`config.mk`:
```
export PLATFORM = sky130hd
export DESIGN_NAME = cordic_vector
export DESIGN_NICKNAME = d
export VERILOG_FILES = /design/src/rtl/cordic_pkg.sv /design/src/rtl/cordic_atan_rom.sv /design/src/rtl/cordic_vector.sv
export SDC_FILE = /design/constraint.sdc
export NUM_CORES = 1
export LEC_CHECK = 0
export CAP_MARGIN = 25
export CORE_MARGIN = 10
export CORE_UTILIZATION = 67
export CTS_BUF_LIST = sky130_fd_sc_hd__clkbuf_16
export DETAILED_ROUTE_END_ITERATION = 7
export DONT_BUFFER_PORTS = 1
export PLACE_DENSITY = 0.83
export SKIP_CTS_REPAIR_TIMING = 1
export SLEW_MARGIN = 20
export SYNTH_ARGS = -nofsm -noshare
export SYNTH_HDL_FRONTEND = slang
export SYNTH_SLANG_ARGS = --single-unit
```
`constraint.sdc`:
```
create_clock -name clk -period 8.6 [get_ports clk]
set_clock_uncertainty 0.2 [all_clocks]
set_input_delay 1.72 -clock clk [delete_from_list [all_inputs] [get_ports clk]]
set_output_delay 1.72 -clock clk [all_outputs]
set_load 0.005 [all_outputs]
```
`src/rtl/cordic_pkg.sv`:
```
// cordic_pkg: shared CORDIC widths, arctangent table, gain and quadrant constants.
// CORDIC_VEC_GAIN_COMP_EN adds the SCALE state to the vectoring FSM encoding.
package cordic_pkg;
    localparam int WIDTH       = 16;
    localparam int ANGLE_WIDTH = 32;
    localparam int XW          = WIDTH + 3;
    localparam int CW          = $clog2(WIDTH);
    localparam logic [13:0] GAIN = 14'b10011011011101;
    localparam logic [ANGLE_WIDTH-1:0] ANGLE_POS_90 = 32'h4000_0000;
    localparam logic [ANGLE_WIDTH-1:0] ANGLE_NEG_90 = 32'hC000_0000;
    // atan(2^-i) with 2^32 LSB = 360 degrees
    localparam logic [ANGLE_WIDTH-1:0] ATAN [WIDTH] = '{
        32'h2000_0000, 32'h12E4_051D, 32'h09FB_385B, 32'h0511_11D4,
        32'h028B_0D43, 32'h0145_D7E1, 32'h00A2_F61E, 32'h0051_7C55,
        32'h0028_BE53, 32'h0014_5F29, 32'h000A_2F98, 32'h0005_17CC,
        32'h0002_8BE6, 32'h0001_45F3, 32'h0000_A2F9, 32'h0000_517C
    };
    typedef enum logic [1:0] {
        IDLE,
        ITER,
`ifdef CORDIC_VEC_GAIN_COMP_EN
        SCALE,
`endif
        DONE
    } state_t;
endpackage

```
`src/rtl/cordic_atan_rom.sv`:
```
// cordic_atan_rom: combinational iteration index to arctangent lookup.
module cordic_atan_rom
    import cordic_pkg::*;
(
    input  logic [CW-1:0]          idx,
    output logic [ANGLE_WIDTH-1:0] atan
);
    assign atan = ATAN[idx];
endmodule

```
`src/rtl/cordic_vector.sv`:
```
// cordic_vector: iterative vectoring-mode CORDIC, magnitude and atan2 of (x,y).
// CORDIC_VEC_GAIN_COMP_EN adds a one-cycle gain compensation of the magnitude.
module cordic_vector
    import cordic_pkg::*;
(
    input  logic                    clk,
    input  logic                    rst_n,
    input  logic                    in_valid,
    output logic                    in_ready,
    input  logic signed [WIDTH:0]   in_x,
    input  logic signed [WIDTH:0]   in_y,
    output logic                    out_valid,
    input  logic                    out_ready,
    output logic [WIDTH+2:0]        out_mag,
    output logic [ANGLE_WIDTH-1:0]  out_angle
);
    state_t state, state_nxt;
    logic [CW-1:0] count;
    logic signed [XW-1:0] x, y, xs, ys, ex, ey;
    logic [ANGLE_WIDTH-1:0] z, atan_i;
    logic zero, y_neg;

    cordic_atan_rom u_rom (.idx(count), .atan(atan_i));

    assign ex    = XW'(in_x);
    assign ey    = XW'(in_y);
    assign xs    = x >>> count;
    assign ys    = y >>> count;
    assign y_neg = y[XW-1];

    always_comb begin
        state_nxt = state;
        if (state == IDLE && in_valid)
            state_nxt = ITER;
        if (state == ITER && count == CW'(WIDTH - 1))
`ifdef CORDIC_VEC_GAIN_COMP_EN
            state_nxt = SCALE;
        if (state == SCALE)
            state_nxt = DONE;
`else
            state_nxt = DONE;
`endif
        if (state == DONE && out_ready)
            state_nxt = IDLE;
    end

    assign in_ready  = state == IDLE;
    assign out_valid = state == DONE;
    assign out_mag   = (out_valid && !zero) ? $unsigned(x) : '0;
    assign out_angle = (out_valid && !zero) ? z : '0;

    always_ff @(posedge clk or negedge rst_n) begin
        if (!rst_n) begin
            state <= IDLE;
            count <= '0;
            x     <= '0;
            y     <= '0;
            z     <= '0;
            zero  <= 1'b0;
        end else begin
            state <= state_nxt;
            if (in_valid && in_ready) begin
                // left half-plane is folded into the right by a +/-90 degree pre-rotation
                count <= '0;
                zero  <= in_x == '0 && in_y == '0;
                x     <= ex[XW-1] ? (ey[XW-1] ? -ey : ey) : ex;
                y     <= ex[XW-1] ? (ey[XW-1] ? ex : -ex) : ey;
                z     <= ex[XW-1] ? (ey[XW-1] ? ANGLE_NEG_90 : ANGLE_POS_90) : '0;
            end else if (state == ITER) begin
                count <= count + CW'(1);
                x     <= y_neg ? x - ys : x + ys;
                y     <= y_neg ? y + xs : y - xs;
                z     <= y_neg ? z - atan_i : z + atan_i;
            end
`ifdef CORDIC_VEC_GAIN_COMP_EN
            else if (state == SCALE)
                x <= XW'((34'(x) * 34'($signed({1'b0, GAIN}))) >>> 14);
`endif
        end
    end
endmodule

```
======== After elaboration in Yosys (flattened, before gate mapping) ========
Memories as Yosys holds them, arrays and structs flattened.
Cells that the tools add are included.
storage, ports and cells
  bits in registers ....................... 77
  ROM bits ................................ 512
  output and inout bits ................... 53
  word-level logic and storage cells ...... 58
  memories ................................ 1
cells by class
  $add $sub $neg .......................... 9
  $lt $le $gt $ge ......................... 1
  eq/ne operators ......................... 3
  shift-type cells ........................ 2
  multiplexer cells ....................... 24
  bitwise logic cells ..................... 1
  reductions and logical operators ........ 11
memory list
  name              depth  width  read ports  clocked after memory_dff  wr ports  RTL line              RTL
  (name not given)  16     32     1           0                         0         cordic_atan_rom.sv:8  assign atan = ATAN[idx];
operators with widths
  operator               number
  $mux W32               8
  $mux W19               11
  $add A19 B19 Y19       2
  $neg A17 Y19           2
  $sshr A19 B4 Y19       2
  $sub A19 B19 Y19       2
  $logic_not A17 Y1      2
  $add A32 B32 Y32       1
  $sub A32 B32 Y32       1
  $mux W4                2
  $mux W2                3
  $ge A5 B5 Y1 const B   1
  $logic_and A1 B1 Y1    5
  $not A4 Y5             1
  $add A4 B1 Y4 const B  1
  $eq A4 B4 Y1 const B   1
  $reduce_bool A3 Y1     1
  $eq A2 B1 Y1 const B   1
  $eq A2 B2 Y1 const B   1
  $logic_not A2 Y1       1
  $reduce_bool A2 Y1     1
  $logic_not A1 Y1       1

======== Longest topological paths before layout ========
  depth in word-level cells ............... 8
  mapped depth ............................ 26
  depth with buffers taken out ............ 20

======== Cells and area by module ========
Synthesis repeated with hierarchy kept, for this count alone.
second synthesis, totals
  cells, all modules ...................... 1,472
  area total of the unflattened synthesis .. 11,512.3 sq um
modules (own cells, without submodules)
  module           instances  cells an instance  area an instance (sq um)
  cordic_vector    1          1,363              10,775.3
  cordic_atan_rom  1          109                737.0

======== Worst setup path before layout ========
Ideal clock, no wire load.
  path kind ............................... register to register
  start point ............................. register count[1]
  end point ............................... register z[29]
  arrival time ............................ 5.632 ns
  path slack .............................. 2.633 ns
  cell stages (with the launch flop) ...... 25
  cell sequence ........................... dfrtp_1 clkbuf_1 buf_2 buf_6 inv_2 ha_1 clkbuf_1 inv_1 mux4_2 nor2_1 nand2_1 nor3b_2 nand4_1 o41a_1 buf_2 xor2_1 ha_1 a21o_1 o311a_1 a211o_1 nor4b_1 nor3_1 a31o_2 xnor2_1 o21ai_0
between the ends
  cells in the longest elaborated chain, start to end .. 8
ends and longest elaborated chain
  what                                                  RTL line              RTL
  start, declared                                       cordic_vector.sv:18   logic [CW-1:0] count;
  start signal, assigned                                cordic_vector.sv:70   count <= count + CW'(1);
  $not A4 Y5 (implied by the code) (*)                  cordic_atan_rom.sv:8
  $mem_v2 Z16 W32 (*)                                   -
  $mux W32 (implied by the code) (*) (2 in series)      cordic_atan_rom.sv:8
  $add A32 B32 Y32 or $sub A32 B32 Y32 (tied branches)  cordic_vector.sv:73   z <= y_neg ? z - atan_i : z + atan_i;
  $mux W32 (*)                                          cordic_vector.sv:73
  $mux W32 (*)                                          cordic_vector.sv:69   end else if (state == ITER) begin
  $mux W32 (*)                                          cordic_vector.sv:62   if (in_valid && in_ready) begin
  end signal, assigned                                  cordic_vector.sv:68   z <= ex[XW-1] ? (ey[XW-1] ? ANGLE_NEG_90 : ANGLE_POS_90) : '0;
  end signal, assigned                                  cordic_vector.sv:73
  end, declared                                         cordic_vector.sv:20   logic [ANGLE_WIDTH-1:0] z, atan_i;
Mark *: on every way between the ends. The rest lies on a longest branch, timed or not. The select of a mux whose other input is x is not followed.
A chain may end at the register's enable or synchronous reset.

======== Final worst setup path ========
  start point ............................. register count[0]
  end point ............................... register z[29]
The elaborated chain is that of the path after synthesis.

==> impl_metrics.csv <==
group,metric,value,unit
outcome,status,"finished, final reports clean",
grt,grt_pass1_wl,53.10,mm
sta,rsz0062_at_grt,"no",
clocking,clkLatencyLatePin,350,ps
grt,grt_max_degree,86,
cells_and_area,final.fill_count,1407,
worst_setup_path,crit_path_end_kind,"flop",
placed_design,portBuffers,0,
worst_setup_path,crit_chain,"inv_1 > ha_1 > inv_1 > mux4_2 > nor2_1 > nand2_1 > nor3b_2 > nand4_1 > o41a_1 > xor2_1 > ha_1 > a21o_1 > o311a_1 > a211o_1 > nor4b_1 > nor3_1 > a31o_2 > xnor2_1 > o21ai_0",
sta,slew_headroom,43.06,%
route,drc,0,
sta,setup_viol,0,
placed_design,gp_congestion,0.9749,
floorplan,start_util,68.02,%
sta,finalHoldViolations,0,
worst_setup_path,cp.required,8630,ps
clocking,cts_sinks,77,
clocking,cts_root_buf,"clkbuf_16",
sta,layout_min_cycle_time,6362,ps
grt,grt_pass1_vias,10390,
worst_setup_path,critPathMaxFanout,24,
cells_and_area,diodes,0,
route,drt-pass1-iter-count,6,
logic_synthesis,synth-seq-cells,77,
worst_hold_path,worstHoldPathType,"flop to flop",
cells_and_area,nets,1512,
placed_design,dp_hpwl,24.41,mm
grt,grt_usage,29.16,%
route,wl,32.79,mm
floorplan,dieArea,0.02229,mm^2
logic_synthesis,async_reset_ff_share,100.0,%
cells_and_area,drive_above_1_share,6.958,%
logic_synthesis,synth_most_common_cell,"nor2_1",
route,drtIter0Drc,1296,
worst_setup_path,cp-start-kind,"flop",
logic_synthesis,yosysTopAreaCellShare,17.20,%
logic_synthesis,synth-main-ff-cell,"dfrtp_1",
worst_setup_path,crit_path_max_incr_delay,770,ps
worst_setup_path,path_buf_inv,2,
sta,period_share,73.98,%
floorplan,placementRows,47,
floorplan,die_w,149.3,um
route,vias,10970,
clocking,cts_max_path_buffers,2,
clocking,cts_tree,"done",
sta,max_freq,157.2,MHz
floorplan,die_h,149.3,um
logic_synthesis,yosysTopAreaCell,"dfrtp_1",
logic_synthesis,ys_types,79,
clocking,numCtsBuffers,9,
worst_setup_path,worstSetupPathType,"flop to flop",
clocking,path_clk_slew,60,ps
grt,grt_overflow_total,0,
logic_synthesis,synthCells,1453,
logic_synthesis,avgSynthCellArea,7.709,um^2
sta,worst_slew_pin_slew,854.1,ps
sta,maxSlewViolCount,0,
cells_and_area,syn_to_final_growth,2.826,%
worst_setup_path,critPathArrivalTime,6390,ps
worst_setup_path,critPathTopFamily,"compound AO/OA/AOI/OAI gates",
logic_synthesis,ys_top_cells_by_area,"dfrtp_1, ha_1, mux4_2, a21oi_1, xnor2_1",
logic_synthesis,syn_area,0.01120,mm^2
worst_setup_path,slowest_stage,"dfrtp_2",
job,max_cap_violations,0,
grt,antenna_found_initial,0,
route,vias_per_cell,6.794,
sta,tns,0,ps
route,routedWlPerCell,20.31,um
logic_synthesis,synth_enable_flop_cells,0,
logic_synthesis,ys_warn_count,0,
logic_synthesis,synth.yosys.seq_area_share,17.20,%
route,ant_nets,0,
clocking,h-tree-depth,3,
floorplan,fp.coreArea,0.01647,mm^2
floorplan,ios,91,
logic_synthesis,syn-num-nets,1576,
logic_synthesis,synthTopCellsByCount,"nor2_1, a21oi_1, nand2_1, o21ai_0, ha_1",
## cells in the final DEF (no fill, tap or decap), drive strengths merged, types with 41 or more instances in the layout
master,netlist,final
nor2,153,153
nand2,134,134
dfrtp,77,77
a21oi,139,139
xnor2,72,72
inv,40,41
ha,82,82
xor2,56,56
o21ai,120,120
and2,57,57
## metrics by stage
stage / area [um^2] / utilization, % / worst slack (ps) / hold WS, ps / std cells
floorplan: 11200 / - / 2633 / 256.2 / 1453
global placement: 11220 / 68.17 / 2453 / 294.8 / 1598
detailed placement: 11220 / 68.17 / 2324 / 302.4 / 1598
CTS: 11520 / 69.95 / 2254 / 315.9 / 1614
global route: 11520 / 69.95 / 1715 / 334.5 / 1614
finish: 11520 / 69.95 / 2238 / 312.5 / 1614
## path summary, 6_finish.rpt
path	from	endpoint	slack (ps)	depth (start not counted)
max in group asynchronous	rst_n	count[0]$_DFFE_PN0P_	7190	0
min in group asynchronous	rst_n	z[5]$_DFFE_PN0P_	860	0
worst min-delay path	z[6]$_DFFE_PN0P_	z[6]$_DFFE_PN0P_	310	2
worst max register to register	count[0]$_DFFE_PN0P_	z[29]$_DFFE_PN0P_	2240	19
worst max-delay path	count[0]$_DFFE_PN0P_	z[29]$_DFFE_PN0P_	2240	19
worst min register to register	z[6]$_DFFE_PN0P_	z[6]$_DFFE_PN0P_	310	2
## tightest hold or removal path, delay by kind of cell (launching register included)
kind	cells	cell delay [ps]
flip-flops	1	360
AO/OA/AOI/OAI	1	60
AND/OR/NAND/NOR	1	50
## flip-flops by register name (all words and copies together), names as in the netlist
signal  count
z          32
y          19
x          19
state       2
zero        1
count       4
## cell families (layout without fill, tap and decap cells)
| kind of cell | count (synthesis) | count (layout) | synth area share, % |
|---|---|---|---|
| AO/OA/AOI/OAI | 463 | 463 | 25.57 |
| XOR/XNOR | 128 | 128 | 10.01 |
| AND/OR/NAND/NOR | 482 | 482 | 20.52 |
| multiplexers | 88 | 88 | 12.28 |
| buffers and inverters | 129 | 70 | 4.636 |
| flip-flops | 77 | 77 | 17.20 |
| adder cells (fa/ha/maj) | 86 | 86 | 9.786 |
## metal layers
metal  GRT usage [%]  up-vias  wire, um
met4           16.19        0      1666
met3           6.189      119      2932
li1                -     5189         -
met2           48.06      564     15330
met5               0        -         0
met1           34.74     5094     12850
## area by class of cell
type                    count  area [um^2]  share of cell area, %
repair buffers             14        105.1                 0.9125
flip-flops and latches     77         1932                  16.77
clock buffers               9        225.2                  1.955
well taps                 220        275.3                  2.390
clock inverters             7        67.56                 0.5866
multi-input cells        1247         8762                  76.08
inverters                  40        150.1                  1.304
Power is left out: the tool's default activity adds up to more than one toggle a clock period on the data nets, which glitch-free logic cannot reach.
